## src/rtl/regfile_pkg.sv

```systemverilog
// Shared constants and enums for the register file and its write-port scheduler.
package regfile_pkg;

  localparam int DATA_WIDTH = 64;
  localparam int ADDR_WIDTH = 5;
  localparam int NUM_REGS   = 32;
  localparam logic [ADDR_WIDTH-1:0] ZERO_REG  = ADDR_WIDTH'(31);
  localparam logic [ADDR_WIDTH-1:0] LAST_INIT = ADDR_WIDTH'(30);

  typedef enum logic {
    INIT,
    RUN
  } sched_state_e;

  typedef enum logic {
    REQ_ALU = 1'b0,
    REQ_MEM = 1'b1
  } req_id_e;

endpackage

```

## src/rtl/rr_arb2.sv

```systemverilog
// Two-input round-robin arbiter; the pointer moves to the other requester
// after every granted transfer.
module rr_arb2
  import regfile_pkg::*;
(
  input  logic       Clk,
  input  logic       Reset,
  input  logic [1:0] req,
  input  logic       advance,
  output logic [1:0] grant
);

  req_id_e ptr;

  // NOTE: every output of a combinational block gets a default first so no
  // path can leave it unassigned and infer a latch.
  always_comb begin
    grant = 2'b00;
    unique case (req)
      2'b01:   grant = 2'b01;
      2'b10:   grant = 2'b10;
      2'b11:   grant = (ptr == REQ_ALU) ? 2'b01 : 2'b10;
      default: grant = 2'b00;
    endcase
  end

  // NOTE: sequential state uses non-blocking assignments so every register
  // samples pre-edge values regardless of block ordering.
  always_ff @(posedge Clk) begin
    if (Reset) begin
      ptr <= REQ_ALU;
    end else if (advance) begin
      ptr <= grant[0] ? REQ_MEM : REQ_ALU;
    end
  end

endmodule

```

## src/rtl/regfile_write_sched.sv

```systemverilog
// Write-port scheduler: clears registers 0-30 after reset, then shares the
// single register-file write port between the ALU and load writeback paths.
module regfile_write_sched
  import regfile_pkg::*;
(
  input  logic                  Clk,
  input  logic                  Reset,
  input  logic                  AluValid,
  input  logic [ADDR_WIDTH-1:0] AluRW,
  input  logic [DATA_WIDTH-1:0] AluData,
  output logic                  AluReady,
  input  logic                  MemValid,
  input  logic [ADDR_WIDTH-1:0] MemRW,
  input  logic [DATA_WIDTH-1:0] MemData,
  output logic                  MemReady,
  output logic [ADDR_WIDTH-1:0] RW,
  output logic [DATA_WIDTH-1:0] BusW,
  output logic                  RegWr,
  output logic                  InitDone
);

  sched_state_e          state, next_state;
  logic [ADDR_WIDTH-1:0] init_cnt;
  logic [1:0]            req, grant;
  logic                  transfer;
  logic [ADDR_WIDTH-1:0] win_rw;
  logic [DATA_WIDTH-1:0] win_data;

  // Requests are masked during the clear sequence; requesters keep Valid up.
  assign req      = (state == RUN) ? {MemValid, AluValid} : 2'b00;
  assign AluReady = grant[0];
  assign MemReady = grant[1];
  assign transfer = |grant;
  assign win_rw   = grant[1] ? MemRW   : AluRW;
  assign win_data = grant[1] ? MemData : AluData;

  rr_arb2 u_arb (
    .Clk     (Clk),
    .Reset   (Reset),
    .req     (req),
    .advance (transfer),
    .grant   (grant)
  );

  always_comb begin
    next_state = state;
    if (state == INIT && init_cnt == LAST_INIT) next_state = RUN;
  end

  always_ff @(posedge Clk) begin
    if (Reset) begin
      state    <= INIT;
      init_cnt <= '0;
      RW       <= '0;
      BusW     <= '0;
      RegWr    <= 1'b0;
      InitDone <= 1'b0;
    end else begin
      state <= next_state;
      unique case (state)
        INIT: begin
          RegWr    <= 1'b1;
          RW       <= init_cnt;
          BusW     <= '0;
          init_cnt <= init_cnt + 1'b1;
          if (init_cnt == LAST_INIT) InitDone <= 1'b1;
        end
        RUN: begin
          // A write to the zero register still completes the handshake.
          if (transfer) begin
            RW    <= win_rw;
            BusW  <= win_data;
            RegWr <= (win_rw != ZERO_REG);
          end else begin
            RegWr <= 1'b0;
          end
        end
        default: RegWr <= 1'b0;
      endcase
    end
  end

endmodule

```

## config.mk

```make
export PLATFORM = sky130hd
export DESIGN_NAME = regfile_write_sched
export DESIGN_NICKNAME = d
export VERILOG_FILES = /design/src/rtl/regfile_pkg.sv /design/src/rtl/rr_arb2.sv /design/src/rtl/regfile_write_sched.sv
export SDC_FILE = /design/constraint.sdc
export NUM_CORES = 1
export LEC_CHECK = 0
export ABC_AREA = 1
export CAP_MARGIN = 20
export CORE_AREA = 2 2 99 101
export CTS_CLUSTER_DIAMETER = 150
export CTS_CLUSTER_SIZE = 40
export DETAILED_ROUTE_END_ITERATION = 8
export DIE_AREA = 0 0 101 103
export HOLD_SLACK_MARGIN = 0.05
export PLACE_DENSITY = 0.95
export SLEW_MARGIN = 20
export SYNTH_ARGS = -nofsm -noshare
export SYNTH_HDL_FRONTEND = slang
export SYNTH_HIERARCHICAL = 1
export SYNTH_SLANG_ARGS = --single-unit
```

## constraint.sdc

```tcl
create_clock -name Clk -period 4.3 [get_ports Clk]
set_input_delay 0.645 -clock Clk [delete_from_list [all_inputs] [get_ports Clk]]
set_output_delay 0.645 -clock Clk [all_outputs]
set_load 0.03 [all_outputs]
```

==> results.md <==
- Met1 Use GR: between 20% and 30%
- Initial core utilization: about two fifths
- WP data arrival: between 2 and 2.5 ns
- Final setup vio count: 0
- Peak fanout along the critical path: 5
- I/O pin count: approximately 220
- Slew margin rel.: a little over half
- Worst Tran Pin Value: 0.708 ns
- Synth cell types: 21
- GR peak layer: met2
- Die width: 101 um
- Clk_lat worst skew: around 0.33 ns
- Total wire length: 11800 um
- Synthesized net count: 730
- CTS Hold Buffers Added: 0
- CP Capture Type: primary output
- CTS HTree Levels: 3
- Initial antenna violation count: 0
- Fin crit period: 2.91 ns
- Crit share post-route: between 60% and 70%
- Skew final: about 0.011 ns
- Clk slew on worst S/H paths: about 0.060 ns
- GR Layer Usage met3: under 10%
- RSZ-0062 raised after global routing: no
- Crit-path max cell delay: roughly 0.73 ns
- Worst r2r path cells: 9
- Leak Pwr: about 0.0024 uW
- Diodes inserted: 0
- Nets: around 920
- Most used cell, CP: clkdlybuf4s50_1
- Routed Antenna Nets: 0
- Cell count after placement: roughly 880
- Gpl congestion: 0.793
- Outcome: completed
- Largest net degree at the start of global routing: 71
- Gr usage total: 21.4%
- Clock root buffer: clkbuf_8
- Crit path required time: roughly 3.7 ns
- Setup bufs post-CTS: 0
- Peak VDD IR: around 0.15 mV
- Setup CP Type: in2out
- WL/cell: 13.2 um
- Hold WC Path Type: reg2reg
- Sink Count: 77
- Drt drc: 0
- Synth warn: 6
- First-pass GRT wire length: 17600 um
- GRT overflow: 0
- Max Root-Sink Buffers: 2
- Layout Cells excl Fill: between 800 and 900
- Via Count: approximately 4200
- Core Util, Final: 63.4%
- Avg Cell Area, Syn: 6.35 sq um
- Peak Freq: between 0.3 and 0.4 GHz
- Cts bufs inserted: 9
- Total negative slack: 0 ns
- Post-cts resize count: 0
- Synth Cell Area: 3720 sq um
- DP Area: about 5800 sq um
- Port buffer count: 214
- Core Region: 9460 sq um
- Post-Syn Instances: 586
- Hold path depth: 2
- Pwr dens: around 240 nW/um^2
- Post-synthesis sequential area ratio: just over 40%
- Vias in the first global route: 3798
- Row cnt: 36
- Final Cell Area: about 6000 sq um
- Initial drt markers: 137
- DIE HEIGHT: between 100 and 150 um
- FF+latch count, synth: 77
- Final Slew Violations: 0
- Final hold slack: about 0.46 ns
- # Max-Cap Violations: 0
- TritonRoute pass-1 iters: 5
- R2R Setup Slk: around 1.9 ns
- Vias per cell: approximately 4.7
- Die ar.: between 10000 and 15000 sq um
- GR Util met2: approximately two fifths
- Hold Vio Cnt, Final: 0
- Area Growth Syn to Fin: 61.2%
- CP max-delay cell: clkdlybuf4s50_1
- Cells along the critical path: clkdlybuf4s50_1 > nand2_1 > inv_1 > a21boi_4 > clkdlybuf4s50_1
- CTS tree: done
- Startpoint Class: input port
- Dpl hpwl: approximately 8500 um
- Layout cells sized above 1: between 3 and 4%
==> area by class of cell <==
cell class / instances / area, sq um
fillers: 860 / 3460
repair buffers: 221 / 2190
multi-input cells: 458 / 1890
flip-flops and latches: 77 / 1540
clock buffers: 12 / 145
well taps: 114 / 143
inverters: 12 / 47.5
clock inverters: 2 / 35.0
==> logic make-up after synthesis <==
family | Yosys count | share of synthesized area (%)
and+or+nand+nor | 373 | 38.5
AOI/OAI and AO/OA | 83 | 11.3
DFF | 77 | 41.4
buffers and inverters | 51 | 8.07
adders and majority gates | 2 | 0.673
==> power by group <==
| group | internal (uW) | switching, uW |
|---|---|---|
| sequential | 717 | 3.81 |
| clock | 278 | 237 |
| combinational | 130 | 58.9 |
==> critical path: cells and delay by family <==
family / cells / cell delay (ns)
simple gates: 1 / 0.05
compound gates: 1 / 0.31
buf+inv: 3 / 1.27
==> path summary, 6_finish.rpt <==
kind,from,end
max reg2reg,InitDone$_SDFFE_PP0P_,RW[1]$_SDFFE_PP0P_
min reg2reg,BusW[9]$_SDFFE_PP0P_,BusW[9]$_SDFFE_PP0P_
min,BusW[9]$_SDFFE_PP0P_,BusW[9]$_SDFFE_PP0P_
max,MemValid,MemReady
==> flip-flops by register name, indices dropped and copies added (netlist names) <==
name,cells
RegWr,1
init_cnt,5
BusW,64
u_arb/ptr,1
RW,5
InitDone,1
==> synthesized netlist by cell type, drive strengths merged <==
library cell,n,share of area (%)
clkbuf,8,0.81
nand3,4,0.54
nor2,11,1.6
a31oi,3,0.50
o21ai,8,1.1
inv,12,1.3
nand4,2,0.34
dfxtp,77,41
ha,2,0.67
nand2,355,36
nor3,1,0.13
buf,31,6.0
a21boi,1,0.20
a21oi,71,9.6
==> layer usage <==
metal  routed length [um]  vias up
li1                     -     2198
met1                 4670     1862
met2                 5970      152
met3                  867       22
met4                  271        0
met5                    0        -
==> stage by stage <==
step | power [uW] | worst slack [ns]
finish | 1420 | 1.39
global route | 1480 | 1.31
CTS | 1440 | 1.39
detailed placement | 925 | 1.39
global placement | 924 | 1.40
floorplan | 784 | 1.62
==> placed cells by master (no fill, tap or decap) <==
cell type	count
a21boi_4	1
a21oi_1	71
a31oi_1	3
buf_2	1
buf_4	7
bufinv_16	1
clkbuf_1	2
clkbuf_8	10
clkdlybuf4s50_1	213
clkinv_2	1
dfxtp_1	77
ha_1	2
inv_1	10
inv_2	1
inv_4	1
nand2_1	354
nand2_2	1
nand3_1	4
nand4_1	2
nor2_1	8
nor2_4	3
nor3_1	1
o21ai_0	8
(Power assumes the default switching activity.)
